==> src/rtl/traffic_light_monitor.sv <==
// Passive monitor for a one-hot traffic-light bus: tracks the GREEN->YELLOW->RED cycle,
// measures completed-phase dwell times and flags encoding, sequence and timing errors.
module traffic_light_monitor #(
    parameter logic [2:0]  CODE_GREEN  = 3'b001,
    parameter logic [2:0]  CODE_YELLOW = 3'b010,
    parameter logic [2:0]  CODE_RED    = 3'b100,
    parameter int unsigned CNT_W       = 16,
    parameter int unsigned ERR_W       = 8,
    parameter int unsigned MIN_DWELL   = 2
) (
    input  logic             clk_i,
    input  logic             rst_ni,
    input  logic [2:0]       light_i,
    input  logic             clear_i,
    output logic [1:0]       phase_o,
    output logic [CNT_W-1:0] dwell_o,
    output logic             dwell_valid_o,
    output logic             timing_err_o,
    output logic             enc_err_o,
    output logic             seq_err_o,
    output logic [ERR_W-1:0] err_cnt_o
);

    typedef enum logic [1:0] {
        ST_SYNC   = 2'd0,
        ST_GREEN  = 2'd1,
        ST_YELLOW = 2'd2,
        ST_RED    = 2'd3
    } phase_e;

    localparam logic [CNT_W-1:0] CNT_MAX = '1;
    localparam logic [ERR_W-1:0] ERR_MAX = '1;

    phase_e           state_q, state_d;
    logic [CNT_W-1:0] cnt_q, cnt_d;
    logic             first_q, first_d;
    logic [CNT_W-1:0] dwell_q, dwell_d;
    logic             dwell_valid_q, dwell_valid_d;
    logic             timing_err_q, timing_err_d;
    logic             enc_err_q, enc_err_d;
    logic             seq_err_q, seq_err_d;
    logic [ERR_W-1:0] err_cnt_q, err_cnt_d;

    logic             code_valid;
    phase_e           code_phase;
    logic             seq_event;
    logic             err_event;

    function automatic phase_e succ(input phase_e p);
        case (p)
            ST_GREEN:  return ST_YELLOW;
            ST_YELLOW: return ST_RED;
            ST_RED:    return ST_GREEN;
            default:   return ST_SYNC;
        endcase
    endfunction

    // Light code decode; anything other than the three one-hot codes is invalid.
    always_comb begin
        code_valid = 1'b1;
        code_phase = ST_SYNC;
        if (light_i == CODE_GREEN) begin
            code_phase = ST_GREEN;
        end else if (light_i == CODE_YELLOW) begin
            code_phase = ST_YELLOW;
        end else if (light_i == CODE_RED) begin
            code_phase = ST_RED;
        end else begin
            code_valid = 1'b0;
        end
    end

    // Next-state, dwell measurement and error bookkeeping.
    always_comb begin
        state_d       = state_q;
        cnt_d         = cnt_q;
        first_d       = first_q;
        dwell_d       = dwell_q;
        dwell_valid_d = 1'b0;
        timing_err_d  = 1'b0;
        enc_err_d     = 1'b0;
        seq_event     = 1'b0;

        if (!code_valid) begin
            enc_err_d = 1'b1;
            state_d   = ST_SYNC;
            cnt_d     = '0;
            first_d   = 1'b1;
        end else if (state_q == ST_SYNC) begin
            state_d = code_phase;
            cnt_d   = CNT_W'(1);
            first_d = 1'b1;
        end else if (code_phase == state_q) begin
            if (cnt_q != CNT_MAX) begin
                cnt_d = cnt_q + CNT_W'(1);
            end
        end else if (code_phase == succ(state_q)) begin
            state_d = code_phase;
            cnt_d   = CNT_W'(1);
            first_d = 1'b0;
            // A partial first phase after sync/error is never reported.
            if (!first_q) begin
                dwell_d       = cnt_q;
                dwell_valid_d = 1'b1;
                timing_err_d  = (cnt_q < CNT_W'(MIN_DWELL));
            end
        end else begin
            seq_event = 1'b1;
            state_d   = code_phase;
            cnt_d     = CNT_W'(1);
            first_d   = 1'b1;
        end

        err_event = enc_err_d | seq_event;

        // A new error in the same cycle as clear_i takes precedence.
        if (clear_i) begin
            seq_err_d = seq_event;
            err_cnt_d = err_event ? ERR_W'(1) : '0;
        end else begin
            seq_err_d = seq_err_q | seq_event;
            err_cnt_d = err_cnt_q;
            if (err_event && (err_cnt_q != ERR_MAX)) begin
                err_cnt_d = err_cnt_q + ERR_W'(1);
            end
        end
    end

    always_ff @(posedge clk_i or negedge rst_ni) begin
        if (!rst_ni) begin
            state_q       <= ST_SYNC;
            cnt_q         <= '0;
            first_q       <= 1'b1;
            dwell_q       <= '0;
            dwell_valid_q <= 1'b0;
            timing_err_q  <= 1'b0;
            enc_err_q     <= 1'b0;
            seq_err_q     <= 1'b0;
            err_cnt_q     <= '0;
        end else begin
            state_q       <= state_d;
            cnt_q         <= cnt_d;
            first_q       <= first_d;
            dwell_q       <= dwell_d;
            dwell_valid_q <= dwell_valid_d;
            timing_err_q  <= timing_err_d;
            enc_err_q     <= enc_err_d;
            seq_err_q     <= seq_err_d;
            err_cnt_q     <= err_cnt_d;
        end
    end

    assign phase_o       = state_q;
    assign dwell_o       = dwell_q;
    assign dwell_valid_o = dwell_valid_q;
    assign timing_err_o  = timing_err_q;
    assign enc_err_o     = enc_err_q;
    assign seq_err_o     = seq_err_q;
    assign err_cnt_o     = err_cnt_q;

endmodule

==> config.mk <==
export PLATFORM = sky130hd
export DESIGN_NAME = traffic_light_monitor
export DESIGN_NICKNAME = d
export VERILOG_FILES = /design/src/rtl/traffic_light_monitor.sv
export SDC_FILE = /design/constraint.sdc
export NUM_CORES = 1
export LEC_CHECK = 0
export CORE_ASPECT_RATIO = 0.8
export CORE_MARGIN = 4
export CORE_UTILIZATION = 30
export CTS_CLUSTER_DIAMETER = 200
export CTS_CLUSTER_SIZE = 14
export DETAILED_ROUTE_END_ITERATION = 10
export SLEW_MARGIN = 20
export SYNTH_ARGS = -nofsm -noshare
export SYNTH_HDL_FRONTEND = slang
export SYNTH_SLANG_ARGS = --single-unit
export TNS_END_PERCENT = 20
==> constraint.sdc <==
create_clock -name clk_i -period 3.23 [get_ports clk_i]
set_clock_uncertainty 0.05 [all_clocks]
set_input_delay 0.323 -clock clk_i [delete_from_list [all_inputs] [get_ports clk_i]]
set_output_delay 0.323 -clock clk_i [all_outputs]
set_load 0.01 [all_outputs]
Word-level counts from Yosys, hierarchy flattened
Cells that the tools add are included.
{"block": "op_classes", "n_eq_ne": 12, "muxes": 39, "n_reduce_logical": 4, "add_sub_neg": 2, "magnitude_cmp": 1, "bitwise_logic": 5}
{"operator": "$mux W16", "n": 4}
{"operator": "$mux W1", "n": 23}
{"operator": "$mux W2", "n": 9}
{"operator": "$add A16 B1 Y16 const B", "n": 1}
{"operator": "$lt A16 B2 Y1 const B", "n": 1}
{"operator": "$mux W8", "n": 2}
{"operator": "$ne A16 B16 Y1 const B", "n": 1}
{"operator": "$add A8 B1 Y8 const B", "n": 1}
{"operator": "$ne A8 B8 Y1 const B", "n": 1}
{"operator": "$pmux W2 S3", "n": 1}
{"operator": "$reduce_and A5 Y1", "n": 1}
{"operator": "$eq A2 B2 Y1", "n": 2}
{"operator": "$eq A2 B2 Y1 const B", "n": 2}
{"operator": "$ne A4 B3 Y1 const B", "n": 1}
{"operator": "$eq A3 B1 Y1 const B", "n": 1}
{"operator": "$eq A3 B2 Y1 const B", "n": 1}
{"operator": "$eq A3 B3 Y1 const B", "n": 1}
{"operator": "$ne A3 B3 Y1 const B", "n": 1}
{"operator": "$not A1 Y1", "n": 3}
{"operator": "$eq A2 B1 Y1 const B", "n": 1}
{"operator": "$logic_not A2 Y1", "n": 1}
{"operator": "$or A1 B1 Y1", "n": 2}
{"operator": "$reduce_bool A2 Y1", "n": 1}
{"operator": "$logic_and A1 B1 Y1", "n": 1}
{"block": "word_totals", "input_bits": 6, "elab_cells": 72, "output_inout_bits": 30, "regBits": 47}

Longest topological paths before layout
Gate-level depths: netlist of the first run.
{"block": "logic_depth", "ltp_word": 17, "depth_mapped": 9, "depth_no_buf": 8}

Least setup slack after synthesis of the first run
OpenSTA, ideal clock, no wires.
{"block": "synth_timing", "path_type": "reg2reg", "startpoint": "register state_q[0] (netlist: phase_o[0])", "endpoint": "register dwell_q[14] (netlist: dwell_o[14])", "path_buffers": 2, "setup_ps": 125, "synth_period_minus_slack_ps": 2435, "arrival_time_ps": 2260, "setup_slack_ps": 795, "required_time_ps": 3055, "stages_incl_launch_ff": 9, "cell_sequence": "dfrtp_1 > inv_1 > ha_1 > mux2i_1 > o311ai_2 > nor3b_1 > buf_2 > buf_6 > mux2_2"}
{"block": "synth_between", "elab_chain_cells": 7, "elab_cells_between_ends": 13, "classes_between": "eq/ne (5); mux (4); bitwise (2); reduce/logical (2)"}
{"item": "start, declared", "line_no": "34", "text": "phase_e state_q, state_d;"}
{"item": "start signal, assigned", "line_no": "141", "text": "state_q <= state_d;"}
{"item": "$eq A2 B2 Y1 or $eq A2 B1 Y1 (tied branches)", "line_no": "50", "text": "case (p)"}
{"item": "$pmux W2 S3", "line_no": "50"}
{"item": "$mux W2", "line_no": "93", "text": "end else if (code_phase == state_q) begin"}
{"item": "$mux W2", "line_no": "89", "text": "end else if (state_q == ST_SYNC) begin"}
{"item": "$mux W2", "line_no": "84", "text": "if (!code_valid) begin"}
{"item": "$eq A2 B2 Y1", "line_no": "97", "text": "end else if (code_phase == succ(state_q)) begin"}
{"item": "$reduce_and A5 Y1 (no source line) (*)"}
{"item": "end signal, assigned", "line_no": "144", "text": "dwell_q <= dwell_d;"}
{"item": "end, declared", "line_no": "37", "text": "logic [CNT_W-1:0] dwell_q, dwell_d;"}
Every way passes the cells marked *; elsewhere a longest branch is shown, timed or not. The select of a mux whose other input is x is not followed.
A chain may end at the register's enable or synchronous reset.

Worst setup path in the final report of the first run
{"block": "layout_timing", "startpoint": "register state_q[0] (netlist: phase_o[0])", "endpoint": "register err_cnt_q[3] (netlist: err_cnt_o[3])"}
{"block": "layout_between", "elab_chain_cells": 13, "elab_cells_between_ends": 17, "classes_between": "eq/ne (5); mux (8); bitwise (1); reduce/logical (3)"}
{"item": "$eq A2 B2 Y1 or $eq A2 B1 Y1 (tied branches)", "line_no": "50"}
{"item": "$pmux W2 S3", "line_no": "50"}
{"item": "$mux W2", "line_no": "93"}
{"item": "$mux W2", "line_no": "89"}
{"item": "$mux W2", "line_no": "84"}
{"item": "$eq A2 B2 Y1", "line_no": "97"}
{"item": "$mux W1", "line_no": "97"}
{"item": "$mux W1", "line_no": "93"}
{"item": "$mux W1 (*)", "line_no": "89"}
{"item": "$mux W1 (*)", "line_no": "84"}
{"item": "$or A1 B1 Y1 (*)", "line_no": "114", "text": "err_event = enc_err_d | seq_event;"}
{"item": "$logic_and A1 B1 Y1 (*)", "line_no": "123", "text": "if (err_event && (err_cnt_q != ERR_MAX)) begin"}
{"item": "$reduce_bool A2 Y1 (no source line) (*)"}
{"item": "end signal, assigned", "line_no": "149", "text": "err_cnt_q <= err_cnt_d;"}
{"item": "end, declared", "line_no": "42", "text": "logic [ERR_W-1:0] err_cnt_q, err_cnt_d;"}
Marked as above.

==> flow_metrics.env, run 1 <==
export IMPL_max_slew_worst_pin_slew_ns=0.674
export IMPL_seq_area_frac_synth=0.490
export IMPL_clk_pin_slew_ns=0.09
export IMPL_endpoint_kind="register"
export IMPL_violations="hold timing"
export IMPL_outcome="complete, but fails checks"
export IMPL_fin_nets=282
export IMPL_syn_instance_count=233
export IMPL_synth_nets=244
export IMPL_crit_slowest_cell="or4_1"
export IMPL_setup_tns_ns=0
export IMPL_power_density_nw_per_um2=382
export IMPL_num_vias=1824
export IMPL_power_mw=1.13
export IMPL_final_cells=377
export IMPL_core_area_sq_um=7600
export IMPL_ant_nets=0
export IMPL_clock_latency_ns=0.30
export IMPL_finalWorstPathRequiredPeriod_ns=2.67
export IMPL_min_path_type="input pin to async pin"
export IMPL_die_area_sq_um=9510
export IMPL_final_setup_viol_count=0
export IMPL_max_stage_delay_ns=0.51
export IMPL_relSlewSlack=0.549
export IMPL_drtIter0Drc=75
export IMPL_cp_top_family="compound AO/OA/AOI/OAI gates"
export IMPL_crit_path_cell_trace="inv_1 > ha_1 > o21a_1 > o21ai_1 > o311ai_2 > o31a_1 > or4_1 > a21oi_1"
export IMPL_cts_tree="yes"
export IMPL_die_h_um=88.0
export IMPL_clock_sinks=47
export IMPL_leakage_nw=1.19
export IMPL_crit_required_ns=3.40
export IMPL_fmax_ghz=0.374
export IMPL_gr_usage_all_layers=0.116
export IMPL_synth_edf_count=0
export IMPL_antenna_found_initial=0
export IMPL_grt_overflow=0
export IMPL_area_delta_synth_final_pct=23.3
export IMPL_syn_cell_area_sq_um=2400
export IMPL_dr_pass1_iters=4
export IMPL_first_global_vias=1812
export IMPL_cp_max_fo=15
export IMPL_worstPathArrival_ns=2.84
export IMPL_yosysWarnings=0
export IMPL_drc=0
export IMPL_numCtsBuffers=5
export IMPL_start_util=0.316
export IMPL_hold_ws_ns=-0.0252
export IMPL_cp_start_kind="register"
export IMPL_boundaryPins=36
export IMPL_vdd_ir_drop_max_mv=0.163
export IMPL_hold_viol=46
export IMPL_final_core_util=0.389
export IMPL_grt_start_max_net_pins=48
export IMPL_syn_area_per_cell_sq_um=10.3
export IMPL_fp_dieW_um=108
export IMPL_dpl_cell_count=369
export IMPL_path_class="register to register"
export IMPL_post_drt_via_cell_ratio=4.84
export IMPL_io_buffer_count=35
export IMPL_fin_crit_sh=0.828
export IMPL_path_buf_inv=1
export IMPL_cts_buffer_depth=2
export IMPL_clockRootBuffer="clkbuf_8"
export IMPL_cts_hold_buf=0
export IMPL_cts_setup_buffers=0
export IMPL_rows=28
export IMPL_synth_seq_cells=47
export IMPL_synth_cell_type_count=46
export IMPL_routabilityCongestion=0.772
export IMPL_wl_mm=5.01
export IMPL_cap_violations=0
export IMPL_antenna_cells=0
export IMPL_rsz0062_at_grt="no"
export IMPL_cts_resized_gates=0
export IMPL_async_flop_share=1.00
export IMPL_drive_gt1_frac=0.103
export IMPL_avgRoutedWirePerCell_um=13.3
export IMPL_ctsHtreeMaxLevel=2
export IMPL_grt_pass1_wl_mm=8.92
export IMPL_maxSlewViolCount=0
export IMPL_ys_flop_type="dfrtp_1"
export IMPL_dp_hpwl_mm=3.49
[kinds of logic after synthesis]
family	share of synthesized area
AO/OA/AOI/OAI	0.105
XOR/XNOR	0.0547
adder cells (fa/ha/maj)	0.0307
buffers and inverters	0.0386
flip-flops	0.490
multiplexers	0.0875
AND/OR/NAND/NOR	0.193
[routing by layer]
metal | share of wire | track usage | routed length [um] | vias up
li1 | - | - | - | 917
met1 | 0.55 | 0.172 | 2740 | 872
met4 | 0.0038 | 0.0275 | 19 | 0
met5 | 0 | 0 | 0 | -
met3 | 0.040 | 0.0295 | 202 | 2
met2 | 0.41 | 0.168 | 2050 | 33
[through the flow]
| stage | setup WS, ns | area [sq um] | hold WS, ns |
|---|---|---|---|
| after floorplan | 0.795 | 2400 | -0.0226 |
| after global placement | 0.458 | 2870 | 0.419 |
| after detailed placement | 0.400 | 2870 | 0.428 |
| after CTS | 0.582 | 2960 | 0.223 |
| after global routing | 0.372 | 2960 | 0.0309 |
| final | 0.556 | 2960 | -0.0252 |
[synth_stat cells, types with 3 or more instances]
master,number,area (sq um)
dfrtp_1,46,1150
ha_1,5,62.6
mux2i_1,3,30.0
nor3b_1,4,30.0
a21oi_1,10,50.1
nor2_1,23,86.3
nand2_1,12,45.0
o31ai_1,6,45.0
buf_2,5,25.0
xor2_1,3,26.3
mux2_2,9,101
nor3_1,10,50.1
or3_1,4,25.0
nand3_1,7,35.0
nor4_1,5,31.3
xnor2_1,12,105
or4_1,5,37.5
and3_1,4,25.0
o21ai_0,6,30.0
inv_1,10,37.5
mux2_1,7,78.8
[placed cells by master (no fill, tap or decap), types with 3 or more instances in the layout]
master            n
buf_4             7
clkdlybuf4s50_1  34
nor3_1           10
mux2i_1           3
clkbuf_8          5
nor2_1           23
nand2_1          12
nor4_1            5
xor2_1            3
nor3b_1           3
inv_1            10
nand3_1           7
xnor2_1          12
mux2_2            9
dfrtp_1          46
o21ai_0           6
and3_1            4
mux2_1            7
or3_1             4
ha_1              5
o31ai_1           6
a21oi_1          10
or4_1             5
[worst reg2reg max path: cells and delay by family (launching register included)]
kind	cells	cell delay, ns
compound gates	5	1.17
flops	1	0.47
fa+ha+maj	1	0.27
simple gates	1	0.51
buf+inv	1	0.13
[where the power goes]
group	leakage (nW)	internal [mW]	total [mW]	switching, mW
Combinational	0.511	0.0694	0.151	0.0818
Clock	0.0412	0.152	0.353	0.201
Sequential	0.642	0.606	0.626	0.0200
Total	1.19	0.827	1.13	0.303
[final cells by class]
type                       instances  area, sq um
clock buffer                       6         72.6
clock inverter                     2         12.5
fill                             773         4640
inverter                          10         37.5
multi-input combinational        166         1140
sequential                        47         1180
tap                              105          131
timing repair buffer              41          393
[sequential cells by signal (all words and copies together), names as in the netlist]
signal         cells
cnt_q             16
dwell_o           16
err_cnt_o          8
phase_o            2
dwell_valid_o      1
enc_err_o          1
first_q            1
seq_err_o          1
timing_err_o       1
[path summary, 6_finish.rpt]
check,startpoint,end,slack [ns],cells after the start
max,phase_o[0],err_cnt_o[3],0.56,8
max reg2reg,phase_o[0],err_cnt_o[3],0.56,8
max in group asynchronous,rst_ni,dwell_o[12],2.75,1
min in group clk_i,dwell_o[9],dwell_o[9],0.45,1
min reg2reg,dwell_o[9],dwell_o[9],0.45,1
min,rst_ni,err_cnt_o[2],-0.03,1
No activity file was read; power rests on OpenSTA's default activity.
==> inputs of run 2 (changes only) <==
Clock period 3.23 ns to 2.2 ns, I/O delays scaled along.
==> flow_metrics.env, run 2 (synthesis results as in run 1) <==
export IMPL_finalWorstPathRequiredPeriod_ns=2.38
export IMPL_antenna_cells=0
export IMPL_worstRegToRegCells=8
export IMPL_p_clk_frac=0.311
export IMPL_crit_required_ns=2.34
export IMPL_timing_rr_start="phase_o[1]"
export IMPL_maxSlewViolCount=0
export IMPL_outcome="complete, but fails checks"
export IMPL_avgRoutedWirePerCell_um=14.1
export IMPL_drtIter0Drc=57
export IMPL_final_setup_viol_count=25
export IMPL_reg2reg_slack_ns=-0.18
export IMPL_cp_start_kind="register"
export IMPL_cts_tree="yes"
export IMPL_gr_usage_all_layers=0.124
export IMPL_die_area_sq_um=9510
export IMPL_core_area_sq_um=7600
export IMPL_fin_crit_sh=1.08
export IMPL_max_slew_worst_pin_slew_ns=0.753
export IMPL_routabilityCongestion=0.821
export IMPL_power_frac_seq=0.505
export IMPL_cap_violations=0
export IMPL_mostFrequentLayoutCell="dfrtp_1"
export IMPL_grt_start_max_net_pins=33
export IMPL_leakage_nw=1.40
export IMPL_start_util=0.316
export IMPL_dr_pass1_iters=4
export IMPL_setup_ws_ns=-0.177
export IMPL_endpoint_kind="register"
export IMPL_intPower_mw=1.33
export IMPL_layout_common_cells="dfrtp_1, clkdlybuf4s50_1, buf_4"
export IMPL_grt_overflow=0
export IMPL_drc=0
export IMPL_power_density_nw_per_um2=526
export IMPL_crit_slowest_cell="dfrtp_2"
export IMPL_combPwrFrac=0.184
export IMPL_rsz0062_at_grt="yes"
export IMPL_clk_pin_slew_ns=0.10
export IMPL_ant_nets=0
export IMPL_wl_mm=5.80
export IMPL_fin_nets=315
export IMPL_die_h_um=88.0
export IMPL_crit_path_cell_trace="inv_2 > ha_4 > mux2i_4 > o311ai_4 > nor3b_4 > buf_4 > clkbuf_16 > mux2_4"
export IMPL_final_core_util=0.455
export IMPL_rows=28
export IMPL_area_delta_synth_final_pct=44.1
export IMPL_dp_hpwl_mm=3.75
export IMPL_numCtsBuffers=5
export IMPL_hold_viol=0
export IMPL_io_buffer_count=35
export IMPL_clock_sinks=47
export IMPL_cts_buffer_depth=2
export IMPL_relSlewSlack=0.498
export IMPL_antenna_found_initial=0
export IMPL_switching_share=0.271
export IMPL_boundaryPins=36
export IMPL_min_path_type="input pin to async pin"
export IMPL_clock_latency_ns=0.31
export IMPL_cp_max_fo=9
export IMPL_timing_rr_end="dwell_o[6]"
export IMPL_fp_dieW_um=108
export IMPL_first_global_vias=1984
export IMPL_switchingPower_mw=0.492
export IMPL_ctsHtreeMaxLevel=2
export IMPL_path_class="register to register"
export IMPL_worstPathArrival_ns=2.52
export IMPL_vdd_ir_drop_max_mv=0.282
export IMPL_dpl_cell_count=392
export IMPL_num_vias=2039
export IMPL_drive_gt1_frac=0.295
export IMPL_final_cells=410
export IMPL_post_drt_via_cell_ratio=4.97
export IMPL_max_stage_delay_ns=0.45
export IMPL_clockRootBuffer="clkbuf_8"
export IMPL_violations="setup timing"
export IMPL_grt_pass1_wl_mm=9.40
export IMPL_fmax_ghz=0.421
## run 2: what timing repair did
item | 4_1_cts | 5_1_grt
cloned | 0 | 2
hold buffers | 1 | 0
pin swaps | 6 | 9
endpoints found under the setup margin | 24 | 25
gates resized for setup | 17 | 15
setup buffers | 4 | 4
hold endpoints to repair | 29 | 0
## run 2: metrics by stage
step           setup TNS [ns]  area, sq um  hold WS (ns)  power [mW]  setup slack [ns]
3_3_place_gp            -8.77         3110         0.268        1.22            -0.404
6_report                -2.93         3460         0.454        1.82            -0.177
2_1_floorplan          -0.551         2460        -0.126        1.07           -0.0499
4_1_cts                 -1.09         3320         0.473        1.83            -0.104
3_5_place_dp           -10.04         3110         0.278        1.22            -0.466
5_1_grt                 -4.55         3460         0.479        1.91            -0.223
## run 2: how the worst max path moves through the flow
stage	endpoint	slack (ns)	from	cells after the start
final	dwell_o[6]	-0.18	phase_o[1]	8
after global routing	dwell_o[6]	-0.22	phase_o[1]	8
after CTS	err_cnt_o[2]	-0.10	phase_o[1]	8
after detailed placement	dwell_o[3]	-0.47	light_i[1]	7
after global placement	dwell_o[15]	-0.40	light_i[1]	7
after floorplan	dwell_o[0]	-0.05	phase_o[1]	8
## run 2: critical path, delay by kind of cell (launching register included)
| kind | cells | cell delay, ns |
|---|---|---|
| simple gates | 1 | 0.26 |
| flops | 1 | 0.45 |
| fa+ha+maj | 1 | 0.22 |
| buf+inv | 3 | 0.44 |
| mux | 2 | 0.49 |
| compound gates | 1 | 0.35 |
## run 2: power groups by stage
stage	Clock (mW)	Combinational, mW	Sequential, mW
after floorplan	0	0.125	0.942
after global placement	0	0.281	0.936
after detailed placement	0	0.286	0.935
after CTS	0.587	0.320	0.919
after global routing	0.621	0.365	0.925
final	0.566	0.334	0.919
## run 2: cell type report
class                   instances  area (sq um)
clock buffers                   7          86.3
clock inverters                 1          8.76
fillers                       765          4140
inverters                      10          40.0
multi-input cells             166          1320
flip-flops and latches         47          1180
well taps                     105           131
repair buffers                 74           692
## run 2: per-layer routing
layer  part of all wire  routed length (um)  global-route usage  vias up
met5                  0                   0                   0        -
met4              0.010                  59              0.0333        0
met3              0.038                 221              0.0287        8
met2               0.48                2770               0.205       47
met1               0.47                2750               0.163     1003
li1                   -                   -                   -      981
